## config.mk

```make
export PLATFORM = sky130hd
export DESIGN_NAME = mem_access_unit_flat
export DESIGN_NICKNAME = d
export VERILOG_FILES = /design/src/rtl/mem_access_unit_pkg.sv /design/src/rtl/mem_access_unit_if.sv /design/src/rtl/mem_access_unit_load_data_align.sv /design/src/rtl/mem_access_unit.sv /design/src/flat_wrapper.sv
export SDC_FILE = /design/constraint.sdc
export NUM_CORES = 1
export LEC_CHECK = 0
export CORE_AREA = 3 3 109 111
export DETAILED_ROUTE_END_ITERATION = 10
export DIE_AREA = 0 0 112 114
export HOLD_SLACK_MARGIN = 0.02
export PLACE_DENSITY = 0.78
export SYNTH_ARGS = -nofsm -noshare
export SYNTH_HDL_FRONTEND = slang
export SYNTH_SLANG_ARGS = --single-unit
```

## constraint.sdc

```tcl
create_clock -name clk -period 4.7 [get_ports clk]
set_input_delay 0.94 -clock clk [delete_from_list [all_inputs] [get_ports clk]]
set_output_delay 0.94 -clock clk [all_outputs]
set_load 0.01 [all_outputs]
```

## src/rtl/mem_access_unit_pkg.sv

```systemverilog
// Shared constants, FSM encoding and lane-mask helpers for the MEM-stage access unit.
package mem_access_unit_pkg;

  localparam int DATA_BUS     = 32;
  localparam int ADDR_BUS     = 32;
  localparam int MEM_SEL_BUS  = 4;
  localparam int REG_ADDR_BUS = 5;

  typedef enum logic [1:0] {
    MEM_FSM_IDLE = 2'd0,
    MEM_FSM_BUSY = 2'd1,
    MEM_FSM_DONE = 2'd2
  } mem_fsm_e;

  localparam logic [MEM_SEL_BUS-1:0] SEL_B0 = 4'b0001;
  localparam logic [MEM_SEL_BUS-1:0] SEL_B1 = 4'b0010;
  localparam logic [MEM_SEL_BUS-1:0] SEL_B2 = 4'b0100;
  localparam logic [MEM_SEL_BUS-1:0] SEL_B3 = 4'b1000;
  localparam logic [MEM_SEL_BUS-1:0] SEL_H0 = 4'b0011;
  localparam logic [MEM_SEL_BUS-1:0] SEL_H1 = 4'b1100;
  localparam logic [MEM_SEL_BUS-1:0] SEL_W  = 4'b1111;

  function automatic logic [1:0] lowest_lane(input logic [MEM_SEL_BUS-1:0] sel);
    if (sel[0])      return 2'd0;
    else if (sel[1]) return 2'd1;
    else if (sel[2]) return 2'd2;
    else if (sel[3]) return 2'd3;
    else             return 2'd0;
  endfunction

  function automatic logic is_byte_sel(input logic [MEM_SEL_BUS-1:0] sel);
    return (sel == SEL_B0) || (sel == SEL_B1) || (sel == SEL_B2) || (sel == SEL_B3);
  endfunction

  function automatic logic is_half_sel(input logic [MEM_SEL_BUS-1:0] sel);
    return (sel == SEL_H0) || (sel == SEL_H1);
  endfunction

  function automatic logic legal_sel(input logic [MEM_SEL_BUS-1:0] sel);
    return is_byte_sel(sel) || is_half_sel(sel) || (sel == SEL_W);
  endfunction

endpackage

```

## src/rtl/mem_access_unit_if.sv

```systemverilog
// Data-RAM request/ready bus between the MEM stage (master) and the data memory (slave).
interface mem_access_unit_if;
  import mem_access_unit_pkg::*;

  logic                    ram_en;
  logic [MEM_SEL_BUS-1:0]  ram_write_en;
  logic [ADDR_BUS-1:0]     ram_addr;
  logic [DATA_BUS-1:0]     ram_write_data;
  logic [DATA_BUS-1:0]     ram_read_data;
  logic                    ram_ready;

  modport master (
    output ram_en, ram_write_en, ram_addr, ram_write_data,
    input  ram_read_data, ram_ready
  );

  modport slave (
    input  ram_en, ram_write_en, ram_addr, ram_write_data,
    output ram_read_data, ram_ready
  );
endinterface

```

## src/rtl/mem_access_unit_load_data_align.sv

```systemverilog
// Load alignment: moves the selected byte lanes down to bit 0 and sign/zero extends by access size.
module load_data_align
  import mem_access_unit_pkg::*;
(
  input  logic [DATA_BUS-1:0]    data,
  input  logic [MEM_SEL_BUS-1:0] sel,
  input  logic                   sign_ext,
  output logic [DATA_BUS-1:0]    data_out
);

  logic [DATA_BUS-1:0] shifted;

  always_comb begin
    shifted = data >> {lowest_lane(sel), 3'b000};
    if (is_byte_sel(sel))
      data_out = {{24{sign_ext & shifted[7]}}, shifted[7:0]};
    else if (is_half_sel(sel))
      data_out = {{16{sign_ext & shifted[15]}}, shifted[15:0]};
    else
      data_out = shifted;
  end

endmodule

```

## src/rtl/mem_access_unit.sv

```systemverilog
// MEM-stage data-memory access unit: one RAM transaction per instruction, load alignment, MEM/WB forwarding.
// Optional misaligned-access trap enabled by defining MEM_MISALIGN_CHECK_EN.
module mem_access_unit
  import mem_access_unit_pkg::*;
(
  input  logic                    clk,
  input  logic                    rst,
  input  logic                    stall_current_stage,
  input  logic                    mem_read_flag_in,
  input  logic                    mem_write_flag_in,
  input  logic                    mem_sign_ext_flag_in,
  input  logic [MEM_SEL_BUS-1:0]  mem_sel_in,
  input  logic [DATA_BUS-1:0]     mem_write_data_in,
  input  logic [DATA_BUS-1:0]     result_in,
  input  logic                    reg_write_en_in,
  input  logic [REG_ADDR_BUS-1:0] reg_write_addr_in,
  input  logic [ADDR_BUS-1:0]     current_pc_addr_in,
  mem_access_unit_if.master       bus,
  output logic                    stall_request,
  output logic [DATA_BUS-1:0]     result_out,
  output logic                    reg_write_en_out,
  output logic [REG_ADDR_BUS-1:0] reg_write_addr_out,
  output logic [ADDR_BUS-1:0]     current_pc_addr_out,
  output logic                    misalign_out
);

  mem_fsm_e            state, state_nxt;
  logic [DATA_BUS-1:0] cap_q;
  logic                capture;
  logic                mem_op, misalign, access, in_flight;
  logic [DATA_BUS-1:0] align_src, load_data;

  assign mem_op = mem_read_flag_in | mem_write_flag_in;

`ifdef MEM_MISALIGN_CHECK_EN
  assign misalign = mem_op &
                    (!legal_sel(mem_sel_in) || (lowest_lane(mem_sel_in) != result_in[1:0]));
`else
  assign misalign = 1'b0;
`endif

  assign misalign_out = misalign;
  assign access       = mem_op & ~misalign;
  // DONE suppresses the request so a held instruction never re-issues.
  assign in_flight    = access & (state != MEM_FSM_DONE);

  // Reset gates the request combinationally so an outstanding access drops at once.
  assign bus.ram_en         = rst & in_flight;
  assign bus.ram_write_en   = (rst & in_flight & mem_write_flag_in) ? mem_sel_in : '0;
  assign bus.ram_addr       = {result_in[ADDR_BUS-1:2], 2'b00};
  assign bus.ram_write_data = mem_write_data_in;

  assign stall_request = in_flight & ~bus.ram_ready;

  always_comb begin
    state_nxt = state;
    capture   = 1'b0;
    case (state)
      MEM_FSM_IDLE: begin
        if (access && bus.ram_ready) begin
          capture = mem_read_flag_in;
          if (stall_current_stage) state_nxt = MEM_FSM_DONE;
        end else if (access) begin
          state_nxt = MEM_FSM_BUSY;
        end
      end
      MEM_FSM_BUSY: begin
        if (!access) begin
          state_nxt = MEM_FSM_IDLE;
        end else if (bus.ram_ready) begin
          capture   = mem_read_flag_in;
          state_nxt = stall_current_stage ? MEM_FSM_DONE : MEM_FSM_IDLE;
        end
      end
      MEM_FSM_DONE: begin
        if (!stall_current_stage) state_nxt = MEM_FSM_IDLE;
      end
      default: state_nxt = MEM_FSM_IDLE;
    endcase
  end

  always_ff @(posedge clk or negedge rst) begin
    if (!rst) begin
      state <= MEM_FSM_IDLE;
      cap_q <= '0;
    end else begin
      state <= state_nxt;
      if (capture) cap_q <= bus.ram_read_data;
    end
  end

  // Raw word is captured; alignment reuses the held sel/sign inputs while in DONE.
  assign align_src = (state == MEM_FSM_DONE) ? cap_q : bus.ram_read_data;

  load_data_align u_align (
    .data     (align_src),
    .sel      (mem_sel_in),
    .sign_ext (mem_sign_ext_flag_in),
    .data_out (load_data)
  );

  assign result_out          = (mem_read_flag_in && !misalign) ? load_data : result_in;
  assign reg_write_en_out    = reg_write_en_in & ~stall_request & ~misalign;
  assign reg_write_addr_out  = reg_write_addr_in;
  assign current_pc_addr_out = current_pc_addr_in;

endmodule
```

## src/flat_wrapper.sv

```systemverilog
// flat-port wrapper written by rule: the top's interface ports become plain ports
module mem_access_unit_flat import mem_access_unit_pkg::*;
  (clk, rst, stall_current_stage, mem_read_flag_in, mem_write_flag_in, mem_sign_ext_flag_in, mem_sel_in, mem_write_data_in, result_in, reg_write_en_in, reg_write_addr_in, current_pc_addr_in, stall_request, result_out, reg_write_en_out, reg_write_addr_out, current_pc_addr_out, misalign_out, bus_ram_en, bus_ram_write_en, bus_ram_addr, bus_ram_write_data, bus_ram_read_data, bus_ram_ready);
  mem_access_unit_if bus_i ();
  input  logic clk;
  input  logic rst;
  input  logic stall_current_stage;
  input  logic mem_read_flag_in;
  input  logic mem_write_flag_in;
  input  logic mem_sign_ext_flag_in;
  input  logic [MEM_SEL_BUS-1:0] mem_sel_in;
  input  logic [DATA_BUS-1:0] mem_write_data_in;
  input  logic [DATA_BUS-1:0] result_in;
  input  logic reg_write_en_in;
  input  logic [REG_ADDR_BUS-1:0] reg_write_addr_in;
  input  logic [ADDR_BUS-1:0] current_pc_addr_in;
  output logic stall_request;
  output logic [DATA_BUS-1:0] result_out;
  output logic reg_write_en_out;
  output logic [REG_ADDR_BUS-1:0] reg_write_addr_out;
  output logic [ADDR_BUS-1:0] current_pc_addr_out;
  output logic misalign_out;
  output wire logic [$bits(bus_i.ram_en)-1:0] bus_ram_en;
  output wire logic [$bits(bus_i.ram_write_en)-1:0] bus_ram_write_en;
  output wire logic [$bits(bus_i.ram_addr)-1:0] bus_ram_addr;
  output wire logic [$bits(bus_i.ram_write_data)-1:0] bus_ram_write_data;
  input wire logic [$bits(bus_i.ram_read_data)-1:0] bus_ram_read_data;
  input wire logic [$bits(bus_i.ram_ready)-1:0] bus_ram_ready;
  assign bus_ram_en = bus_i.ram_en;
  assign bus_ram_write_en = bus_i.ram_write_en;
  assign bus_ram_addr = bus_i.ram_addr;
  assign bus_ram_write_data = bus_i.ram_write_data;
  assign bus_i.ram_read_data = bus_ram_read_data;
  assign bus_i.ram_ready = bus_ram_ready;
  mem_access_unit u_core (.clk(clk), .rst(rst), .stall_current_stage(stall_current_stage), .mem_read_flag_in(mem_read_flag_in), .mem_write_flag_in(mem_write_flag_in), .mem_sign_ext_flag_in(mem_sign_ext_flag_in), .mem_sel_in(mem_sel_in), .mem_write_data_in(mem_write_data_in), .result_in(result_in), .reg_write_en_in(reg_write_en_in), .reg_write_addr_in(reg_write_addr_in), .current_pc_addr_in(current_pc_addr_in), .bus(bus_i), .stall_request(stall_request), .result_out(result_out), .reg_write_en_out(reg_write_en_out), .reg_write_addr_out(reg_write_addr_out), .current_pc_addr_out(current_pc_addr_out), .misalign_out(misalign_out));
endmodule
```

==> impl_metrics.yaml, run 1 <==
clock_network:
  cts_hold_repair.buffers: 0
  cts_buffer_depth: 2
  htree_levels: 2
  cts_tree: "yes"
  worstSkewPairLatency_ns: 0.28
  numCtsBuffers: 5
  clk_pin_slew_ns: 0.07
  root_buffer: "clkbuf_8"
  clock_sinks: 34
die:
  row_count: 38
  ios: 286
  die_h_um: 114
  coreArea_mm2: 0.0109
  start_util: 0.331
  fp.dieW_um: 112
  die_area_mm2: 0.0128
detailed_routing:
  wire_per_inst_um: 22.1
  viasPerCell: 5.21
  num_vias: 3144
  finalWirelength_um: 13300
  drt_first_pass_iters: 4
  drt-initial-drc-count: 222
  drc: 0
  final_antenna_net_count: 0
timing:
  skew_ns: 0.00633
  slew_headroom: 0.470
  clock.fmax_mhz: 216
  grt_setup_unrepaired: "false"
  setup_viol_count_final: 0
  worst_hold_slack_ns: 0.477
  fin_crit_sh: 0.983
  finalMaxSlewViolations: 0
  tightest_slew_ns: 0.795
  tns_ns: 0
  fin_crit_ns: 4.62
  hold_viol: 0
place:
  dp_hpwl_um: 11200
  gp_congestion: 1.00
  port-buffer-count: 144
  dp_cells: 595
  placed_cell_area_mm2: 0.00449
flow_run:
  maxCapViolCount: 0
layout:
  drive_gt1_frac: 0.188
  fin_nets: 607
  final_cell_area_mm2: 0.00460
  antennaDiodeCount: 0
  fin_cells: 603
  seqCellArea_um2: 851
  nFillCells: 1015
  syn_to_final_growth_pct: 27.6
  multi_input_area_mm2: 0.00186
power:
  p_per_area_mw_per_mm2: 238
  seqPwrFrac: 0.344
  clkPwrFrac: 0.201
  power.leakage_nw: 1.80
  p_int_w: 0.000738
  power_frac_comb: 0.455
  power_switching_w: 0.000355
  ir_worst_vdd_mv: 0.178
  switching_share: 0.325
global_route:
  grt_pass1_vias: 3243
  antenna_found_initial: 0
  grtUsageTotal: 0.193
  grt_max_degree: 44
  overflow: 0
  grt_pass1_wl_um: 19300
logic_synthesis:
  synth-seq-area-share: 0.236
  synth_cells: 418
  synth_cell_types: 37
  ys_warn_count: 0
  syn_area_mm2: 0.00360
  ys_ff_latch: 34
  avgSynthCellArea_um2: 8.62
critical_path:
  required_ns: 3.76
  crit_fanout: 14
  crit_type: "input pin to output pin"
  worst_setup_path_start_kind: "input pin"
  worst_setup_path_end_kind: "output pin"
  critPathArrivalTime_ns: 3.68
status:
  status: "complete, no violations"
hold_path:
  hold_path_class: "input pin to asynchronous set/reset pin"
==> registers in the layout (all words and copies together), names as in the netlist <==
signal        cells
u_core.cap_q     32
u_core.state      2
==> layer usage <==
metal	part of all wire	wire length, µm	GRT usage
met4	0.037	487	0.0689
met3	0.12	1580	0.0928
met5	0	0	0.00392
met2	0.51	6740	0.345
met1	0.34	4520	0.199
==> power groups by stage <==
stage / combinational, W / clock, W / sequential (W)
after global routing: 0.000534 / 0.000236 / 0.000383
after CTS: 0.000499 / 0.000224 / 0.000375
after floorplan: 0.000333 / 0 / 0.000371
after global placement: 0.000486 / 0 / 0.000375
after detailed placement: 0.000497 / 0 / 0.000380
final: 0.000497 / 0.000220 / 0.000376
==> cell families (layout without fill, tap and decap cells) <==
family	after synthesis	in the layout	synth area share
buffers and inverters	134	177	0.255
AOI/OAI and AO/OA	81	81	0.137
DFF	34	34	0.236
and+or+nand+nor	94	94	0.129
xor gates and xnor gates	1	1	0.00243
other	1	3	0.00104
muxes	73	73	0.240
==> through the flow <==
stage	utilization	setup WS (ns)	power, W
after floorplan	-	0.844	0.000705
after global routing	0.423	0.00712	0.00115
after detailed placement	0.413	0.0350	0.000877
final	0.423	0.0809	0.00109
after global placement	0.413	0.134	0.000861
after CTS	0.421	0.0221	0.00110
==> synthesized netlist by cell type, drive strengths merged <==
library cell / number / area, µm²
nor2b: 9 / 56.3
a31o: 2 / 17.5
nand2: 4 / 15.0
a21oi: 35 / 213
nor2: 49 / 186
nor4b: 1 / 8.76
buf: 113 / 840
o21a: 2 / 15.0
dfrtp: 34 / 851
conb: 1 / 3.75
inv: 4 / 15.0
nor3b: 2 / 15.0
mux2: 33 / 375
xnor2: 1 / 8.76
mux4: 7 / 158
o31a: 1 / 8.76
o21ai: 26 / 130
mux2i: 33 / 330
nor3: 11 / 60.1
or4b: 1 / 10.0
clkbuf: 17 / 63.8
a31oi: 1 / 6.26
a211oi: 14 / 105
nand3b: 2 / 15.0
and2b: 1 / 7.51
and3: 5 / 31.3
nand4b: 1 / 8.76
nand2b: 1 / 6.26
and2: 7 / 43.8
==> worst paths after layout <==
check / to / start / slack [ns] / cells past startpoint
worst max-delay path: result_out[10] / mem_sel_in[0] / 0.08 / 8
worst min register to register: u_core.state[0] / u_core.state[1] / 0.49 / 1
min in group clk: u_core.state[0] / u_core.state[1] / 0.49 / 1
max in group asynchronous: u_core.cap_q[31] / rst / 3.60 / 2
worst max register to register: u_core.cap_q[18] / u_core.state[1] / 3.27 / 3
worst min-delay path: u_core.state[0] / rst / 0.48 / 1
==> final cells by class <==
class                           instances  share of cell area
Clock buffer                            7              0.0188
Inverter                                4             0.00326
Tap cell                              140              0.0381
Timing Repair Buffer                  165               0.350
Sequential cell                        34               0.185
Clock inverter                          1             0.00109
Multi-Input combinational cell        252               0.404
==> cell usage in the layout (no fill, tap or decap), types with 2 or more instances in the layout <==
master,n
mux2_2,32
inv_1,4
buf_4,19
mux4_2,7
a21oi_2,10
and3_1,4
dlymetal6s2s_1,2
clkdlybuf4s50_1,140
mux2i_1,33
o21ai_1,2
o21a_1,2
conb_1,3
nor3b_1,2
nand2_1,4
dfrtp_1,34
a211oi_1,14
nor3_1,10
a21oi_1,25
nor2b_1,9
buf_2,2
a31o_2,2
and2_1,7
clkbuf_8,6
nor2_1,48
o21ai_0,24
nand3b_1,2
==> worst max-delay path, stage by stage <==
cell	delay [ns]
clkdlybuf4s50_1	0.53
buf_4	0.26
o31a_1	0.33
or4b_1	0.50
and3_1	0.24
buf_4	0.18
a21oi_1	0.14
clkdlybuf4s50_1	0.55
==> timing repair <==
action / 4_1_cts / 5_1_grt
buffers inserted: 0 / 0
resized for setup: 0 / 5
endpoints found under the setup margin: 0 / 24
Note: power is estimated with default switching activity, not from simulation.
==> run 2: changes to the inputs <==
--- a/config.mk
+++ b/config.mk
@@ -8,6 +8,7 @@
 export CORE_AREA = 3 3 109 111
 export DETAILED_ROUTE_END_ITERATION = 10
 export DIE_AREA = 0 0 112 114
+export GPL_ROUTABILITY_DRIVEN = 0
 export HOLD_SLACK_MARGIN = 0.02
 export PLACE_DENSITY = 0.78
 export SYNTH_ARGS = -nofsm -noshare
==> impl_metrics.yaml, run 2 (synthesis gave the netlist of run 1 again) <==
layout:
  drive_gt1_frac: 0.186
  nFillCells: 1026
  layout_commonest_cell: "clkdlybuf4s50_1"
  post-route-util: 0.422
  reg_top3: "u_core.cap_q (32), u_core.state (2)"
  syn_to_final_growth_pct: 27.5
  largest_register_ffs: 32
  largest_register: "u_core.cap_q"
  fin_nets: 606
  final_cell_mix: "clkdlybuf4s50_1, nor2_1, dfrtp_1"
  antennaDiodeCount: 0
  final_cell_area_mm2: 0.00460
clock_network:
  cts_setup_buffers: 0
  cts_buffer_depth: 2
  root_buffer: "clkbuf_8"
  cts_hold_repair.buffers: 0
  clock_sinks: 34
  clk_pin_slew_ns: 0.07
  worstSkewPairLatency_ns: 0.28
  htree_levels: 2
  cts_tree: "yes"
  numCtsBuffers: 5
detailed_routing:
  final_antenna_net_count: 0
  drt_first_pass_iters: 4
  viasPerCell: 5.13
  finalWirelength_um: 13000
  drc: 0
  drt-initial-drc-count: 181
  wire_per_inst_um: 21.6
  num_vias: 3091
critical_path:
  rr_startpoint: "u_core.state[1]"
  ff2ff_path_depth: 3
  critPathSlowestCell: "clkdlybuf4s50_1"
  worst_setup_path_start_kind: "input pin"
  crit_fanout: 8
  cp_num_buf_inv: 3
  r2r_end: "u_core.cap_q[5]"
  critPathArrivalTime_ns: 3.61
  critical-path-top-delay-family: "buffers and inverters"
  required_ns: 3.76
  worst_setup_path_end_kind: "output pin"
  cp_cell_sequence: "clkdlybuf4s50_1 > nor2_2 > nor3_4 > mux2_4 > or4b_1 > and3_1 > buf_4 > a21oi_1 > clkdlybuf4s50_1"
  r2r_slack_ns: 3.29
  crit_type: "input pin to output pin"
  critPathMaxStageDelay_ns: 0.56
  cpMostUsedCell: "clkdlybuf4s50_1"
global_route:
  grtUsageTotal: 0.188
  grt_pass1_vias: 3228
  grt_max_degree: 44
  antenna_found_initial: 0
  overflow: 0
  grt_pass1_wl_um: 18800
timing:
  worst_hold_slack_ns: 0.471
  slew_headroom: 0.467
  setup_viol_count_final: 0
  timing.final.ws_setup_ns: 0.145
  fin_crit_ns: 4.55
  tightest_slew_ns: 0.800
  skew_ns: 0.00484
  tns_ns: 0
  grt_setup_unrepaired: "false"
  hold_viol: 0
  clock.fmax_mhz: 220
  fin_crit_sh: 0.969
  finalMaxSlewViolations: 0
power:
  ir_worst_vdd_mv: 0.161
  seqPwrFrac: 0.347
  power_switching_w: 0.000349
  p_int_w: 0.000737
  power.leakage_nw: 1.80
  clkPwrFrac: 0.199
  switching_share: 0.322
  p_per_area_mw_per_mm2: 236
  power_frac_comb: 0.454
die:
  die_h_um: 114
  coreArea_mm2: 0.0109
  row_count: 38
  ios: 286
  start_util: 0.331
  die_area_mm2: 0.0128
  fp.dieW_um: 112
status:
  status: "complete, no violations"
place:
  dp_slack_ns: 0.0389
  port-buffer-count: 144
  placed_cell_area_mm2: 0.00449
  dp_hpwl_um: 11100
hold_path:
  hold_path_class: "input pin to asynchronous set/reset pin"
flow_run:
  maxCapViolCount: 0
## run 2: stage by stage
stage                     total power [W]  std cells
after floorplan                  0.000705        420
after global placement           0.000860        594
after detailed placement         0.000876        594
after CTS                         0.00109        602
after global routing              0.00115        602
final                             0.00109        602
## run 2: worst max path at each step
stage                     cells past startpoint          start        endpoint  slack (ns)
after floorplan                               8  mem_sel_in[0]  result_out[21]        0.84
after global placement                        9  mem_sel_in[2]  result_out[19]        0.13
after detailed placement                      9  mem_sel_in[2]  result_out[31]        0.04
after CTS                                     9  mem_sel_in[2]  result_out[31]        0.04
after global routing                          9  mem_sel_in[3]  result_out[30]       0.009
final                                         9  mem_sel_in[3]  result_out[10]        0.15
## run 2: layout make-up
cell class	count	area [µm²]	area share
clock inverters	1	5.00	0.00109
flip-flops and latches	34	851	0.185
inverters	4	15.0	0.00327
repair buffers	164	1610	0.349
well taps	140	175	0.0381
multi-input cells	252	1860	0.404
clock buffers	7	86.3	0.0188
## run 2: power by group through the flow
| stage | Clock, W | Sequential (W) | Combinational [W] |
|---|---|---|---|
| floorplan | 0 | 0.000371 | 0.000333 |
| global placement | 0 | 0.000376 | 0.000484 |
| detailed placement | 0 | 0.000381 | 0.000494 |
| CTS | 0.000221 | 0.000376 | 0.000496 |
| global route | 0.000235 | 0.000383 | 0.000529 |
| finish | 0.000216 | 0.000377 | 0.000493 |
## run 2: metal layers
metal / wire length, µm / GRT usage
met5: 0 / 0.00392
met1: 4440 / 0.189
met4: 382 / 0.0617
met2: 6640 / 0.340
met3: 1550 / 0.0939
## run 2: repair_timing
action	in CTS	in global routing
endpoints found under the setup margin	0	24
resized for setup	0	6
endpoints found under the hold margin	0	0
